## src/rtl/dyn_scan_ctrl.sv

```systemverilog
// Time-multiplexed 4-digit display scanner with blanking dead-time
// and frame-synchronous double-buffered digit data.
module dyn_scan_ctrl #(
    parameter int DIV   = 50000,
    parameter int BLANK = 1000
) (
    input  logic        clk,
    input  logic        rst,
    input  logic        load,
    input  logic [15:0] data_in,
    input  logic [3:0]  en_mask,
    output logic [1:0]  addr,
    output logic [3:0]  an,
    output logic [3:0]  din0,
    output logic [3:0]  din1,
    output logic [3:0]  din2,
    output logic [3:0]  din3,
    output logic        pending,
    output logic        frame_tick
);

    localparam int CW = (DIV > 1) ? $clog2(DIV) : 1;
    localparam logic [CW-1:0] CNT_MAX = CW'(DIV - 1);
    localparam logic [CW-1:0] BLANK_C = CW'(BLANK);

    logic [CW-1:0] cnt_q, cnt_d;
    logic [1:0]    addr_q, addr_d;
    logic [15:0]   shadow_q, shadow_d;
    logic [15:0]   din_q, din_d;
    logic          pending_q, pending_d;
    logic          tick_q, tick_d;
    logic          boundary;
    logic          an_on;

    always_comb begin
        cnt_d     = cnt_q + CW'(1);
        addr_d    = addr_q;
        shadow_d  = shadow_q;
        din_d     = din_q;
        pending_d = pending_q;
        boundary  = (addr_q == 2'd3) && (cnt_q == CNT_MAX);
        tick_d    = boundary;
        if (cnt_q == CNT_MAX) begin
            cnt_d  = '0;
            addr_d = addr_q + 2'd1;
        end
        // Pending data lands first so a coincident load queues for next frame.
        if (boundary && pending_q) begin
            din_d     = shadow_q;
            pending_d = 1'b0;
        end
        if (load) begin
            shadow_d  = data_in;
            pending_d = 1'b1;
        end
    end

    always_ff @(posedge clk) begin
        if (rst) begin
            cnt_q     <= '0;
            addr_q    <= 2'd0;
            shadow_q  <= 16'h0000;
            din_q     <= 16'h0000;
            pending_q <= 1'b0;
            tick_q    <= 1'b0;
        end else begin
            cnt_q     <= cnt_d;
            addr_q    <= addr_d;
            shadow_q  <= shadow_d;
            din_q     <= din_d;
            pending_q <= pending_d;
            tick_q    <= tick_d;
        end
    end

    always_comb begin
        an_on = (cnt_q >= BLANK_C) && en_mask[addr_q];
        an    = an_on ? ~(4'b0001 << addr_q) : 4'b1111;
    end

    assign addr       = addr_q;
    assign din0       = din_q[3:0];
    assign din1       = din_q[7:4];
    assign din2       = din_q[11:8];
    assign din3       = din_q[15:12];
    assign pending    = pending_q;
    assign frame_tick = tick_q;

endmodule

```

## config.mk

```make
export PLATFORM = sky130hd
export DESIGN_NAME = dyn_scan_ctrl
export DESIGN_NICKNAME = d
export VERILOG_FILES = /design/src/rtl/dyn_scan_ctrl.sv
export SDC_FILE = /design/constraint.sdc
export NUM_CORES = 1
export LEC_CHECK = 0
export ABC_CLOCK_PERIOD_IN_PS = 2900
export CAP_MARGIN = 15
export CORE_ASPECT_RATIO = 1.25
export CORE_MARGIN = 1.5
export CORE_UTILIZATION = 45
export DETAILED_ROUTE_END_ITERATION = 12
export PLACE_DENSITY = 0.74
export SYNTH_ARGS = -nofsm -noshare
export SYNTH_HDL_FRONTEND = slang
export SYNTH_SLANG_ARGS = --single-unit
```

## constraint.sdc

```tcl
create_clock -name clk -period 2.9 [get_ports clk]
set_clock_uncertainty 0.1 [all_clocks]
set_input_delay 0.29 -clock clk [delete_from_list [all_inputs] [get_ports clk]]
set_output_delay 0.29 -clock clk [all_outputs]
set_load 0.05 [all_outputs]
```

==> metrics.md <==
| Metric | Value |
|---|---|
| Synth Register Bits | 52 |
| Status | finished, final reports clean |
| Final #Nets | 310 |
| Synth Net Count | 264 |
| Drc violations | 0 |
| Worst vdd ir | 0.0003259 V |
| CP endpoint kind | output pin |
| Core Util, Final | 0.5971 |
| Hold buffer count at cts | 0 |
| CP Max Fanout | 6 |
| Fmax | 429.7 MHz |
| Die area | 5557 sq um |
| Post_cts resized | 0 |
| Setup TNS | 0 ns |
| Period utilisation layout | 0.8024 |
| Internal | 981.0 uW |
| Core footprint | 4835 sq um |
| Sw power | 279.2 uW |
| CTS Buf Count | 5 |
| Comb power frac | 0.078 |
| TritonRoute pass-1 iters | 4 |
| Vias per cell | 4.898 |
| Vias | 1675 |
| CTS Sinks | 52 |
| Reg clk slew, reported paths | 0.09 ns |
| Total power | 1.260 mW |
| Average wire per standard cell | 12.38 um |
| Post-CTS Setup Bufs | 0 |
| Syn Std Cell Area | 2302 sq um |
| Net Sw Frac | 0.2215 |
| Clock share of power | 0.334 |
| Routed Antenna Nets | 0 |
| FP Rows | 28 |
| Die width | 66.98 um |
| Post-Syn Instances | 235 |
| Pwr per Cell Area | 436.6 nW/um^2 |
| Count of cell types in the netlist | 33 |
| Critical path class | reg2out |
| Number of H-tree levels | 2 |
| HPWL Detailed | 2.990 mm |
| Register area share after synthesis | 0.4522 |
| IO Count | 47 |
| Root buf cell | clkbuf_8 |
| Placement Setup Slack | 0.7458 ns |
| Part of the power in registers | 0.589 |
| First-pass GRT wire length | 7.010 mm |
| Port Buffers | 46 |
| Grt total ovfl | 0 |
| Worst hold slack | 0.3656 ns |
| Final setup viols | 0 |
| Share of cells above drive strength 1 | 0.08156 |
| Layout area overhead | 25.38% |
| Die height | 82.97 um |
| GP Congestion | 0.8794 |
| Worst skew pair latency | 0.30 ns |
| Setup ws final | 0.5730 ns |
| Arrival @ worst endpoint | 1.94 ns |
| Via count of the first global-routing pass | 1590 |
| Worst Tran Pin Value | 0.5464 ns |
| Rel. slew slack | 0.6346 |
| Slew Limit Fails | 0 |
| Hold Path Class | reg2reg |
| Total Wirelength | 4.233 mm |
| DR iter-0 viols | 82 |
| Synth warn | 0 |
| TritonCTS clock tree | yes |
| Unrepaired setup endpoints after global routing | no |
| Starting density of the core | 0.4762 |
| Final Hold Vio Count | 0 |
| Max_cap viols | 0 |
| Crit path launch type | flop |
| Max Root-Sink Buffers | 2 |
| Initial antenna violation count | 0 |
| Tmin final | 2.327 ns |
| Fillcell total | 426 |
| Req. time, crit path | 2.51 ns |
| Mean Syn Cell Area | 9.797 sq um |
| Leakage | 1.024 nW |
| Largest net degree at the start of global routing | 23 |
| GRT Util Overall | 0.1614 |
| Antenna diode count | 0 |
cells in the mapped netlist, drive strengths merged:
library cell | number | area share
or4bb | 1 | 0.0049
and3 | 3 | 0.0087
xor2 | 5 | 0.019
ha | 6 | 0.033
nor3 | 4 | 0.0087
dfxtp | 52 | 0.45
o41a | 1 | 0.0049
nor2 | 35 | 0.057
nand4b | 1 | 0.0038
nand2 | 6 | 0.0098
buf | 3 | 0.017
or3 | 1 | 0.0027
o211ai | 1 | 0.0033
xnor2 | 9 | 0.034
mux4 | 1 | 0.0098
mux2i | 33 | 0.14
nor4 | 4 | 0.017
or4 | 2 | 0.0098
or2 | 1 | 0.0027
clkbuf | 8 | 0.013
o21ai | 2 | 0.0043
nand2b | 33 | 0.091
nand3 | 7 | 0.015
inv | 8 | 0.013
nand4 | 5 | 0.014
and4 | 1 | 0.0038
a21oi | 2 | 0.0043
stage by stage:
step | cells | cell area (sq um)
final | 342 | 2887
after global routing | 342 | 2887
after CTS | 342 | 2887
after detailed placement | 334 | 2789
after global placement | 334 | 2789
after floorplan | 235 | 2302
path summary, 6_finish.rpt:
path / slack (ns) / from / endpoint / cells after the start
worst max register to register: 0.73 / cnt_q[11] / din_q[3] / 5
worst min-delay path: 0.37 / shadow_q[10] / din_q[10] / 2
worst max-delay path: 0.57 / cnt_q[11] / an[3] / 4
worst min register to register: 0.37 / shadow_q[10] / din_q[10] / 2
kinds of logic (layout without fill, tap and decap cells):
logic type / after synthesis / after routing / share of synthesized area
xor gates and xnor gates: 14 / 14 / 0.05326
adders and majority gates: 6 / 6 / 0.03261
muxes: 34 / 34 / 0.1533
and+or+nand+nor: 104 / 104 / 0.2489
buffers and inverters: 19 / 66 / 0.04294
DFF: 52 / 52 / 0.4522
AOI/OAI and AO/OA: 6 / 6 / 0.01684
layout by cell type, fill, tap and decap left out, drive strengths merged:
master / n
dfxtp: 52
clkdlybuf4s50: 42
nor2: 35
mux2i: 33
nand2b: 33
xnor2: 9
inv: 8
buf: 8
nand3: 7
nand2: 6
ha: 6
clkbuf: 6
xor2: 5
nand4: 5
nor3: 4
nor4: 4
and3: 3
or4: 2
a21oi: 2
clkinvlp: 2
o21ai: 2
o211ai: 1
mux4: 1
o41a: 1
or4bb: 1
nand4b: 1
and4: 1
or2: 1
or3: 1
state kept, by name, indices dropped and copies added, names as in the netlist:
signal / cells
din_q: 16
shadow_q: 16
cnt_q: 16
pending: 1
addr: 2
frame_tick: 1
area by class of cell:
class                      instances  area [sq um]  area share
inverter                           8         30.03     0.01040
clock inverter                     2         15.01    0.005202
tap                               60         75.07     0.02601
multi-input combinational        164          1162      0.4027
timing repair buffer              50         480.5      0.1664
sequential                        52          1041      0.3606
clock buffer                       6         82.58     0.02861
power by group through the flow:
| stage | clock [mW] | combinational, mW | sequential [mW] |
|---|---|---|---|
| CTS | 0.442 | 0.0995 | 0.742 |
| floorplan | 0 | 0.0536 | 0.760 |
| global route | 0.462 | 0.108 | 0.744 |
| detailed placement | 0 | 0.0990 | 0.759 |
| global placement | 0 | 0.0976 | 0.759 |
| finish | 0.420 | 0.0980 | 0.742 |
worst max-delay path, cell delays in order, from the launching register on:
cell and delay, ns:
dfxtp_1 0.37, or4_4 0.57, o41a_1 0.40, nand2_1 0.10, buf_4 0.20
metal layers:
metal	vias to the layer above	global-route usage	routed length, um
li1	874	-	-
met1	754	0.2034	1940
met2	40	0.2600	2012
met3	7	0.04201	210
met4	0	0.06122	69
met5	-	0	0
(Power assumes the default switching activity.)
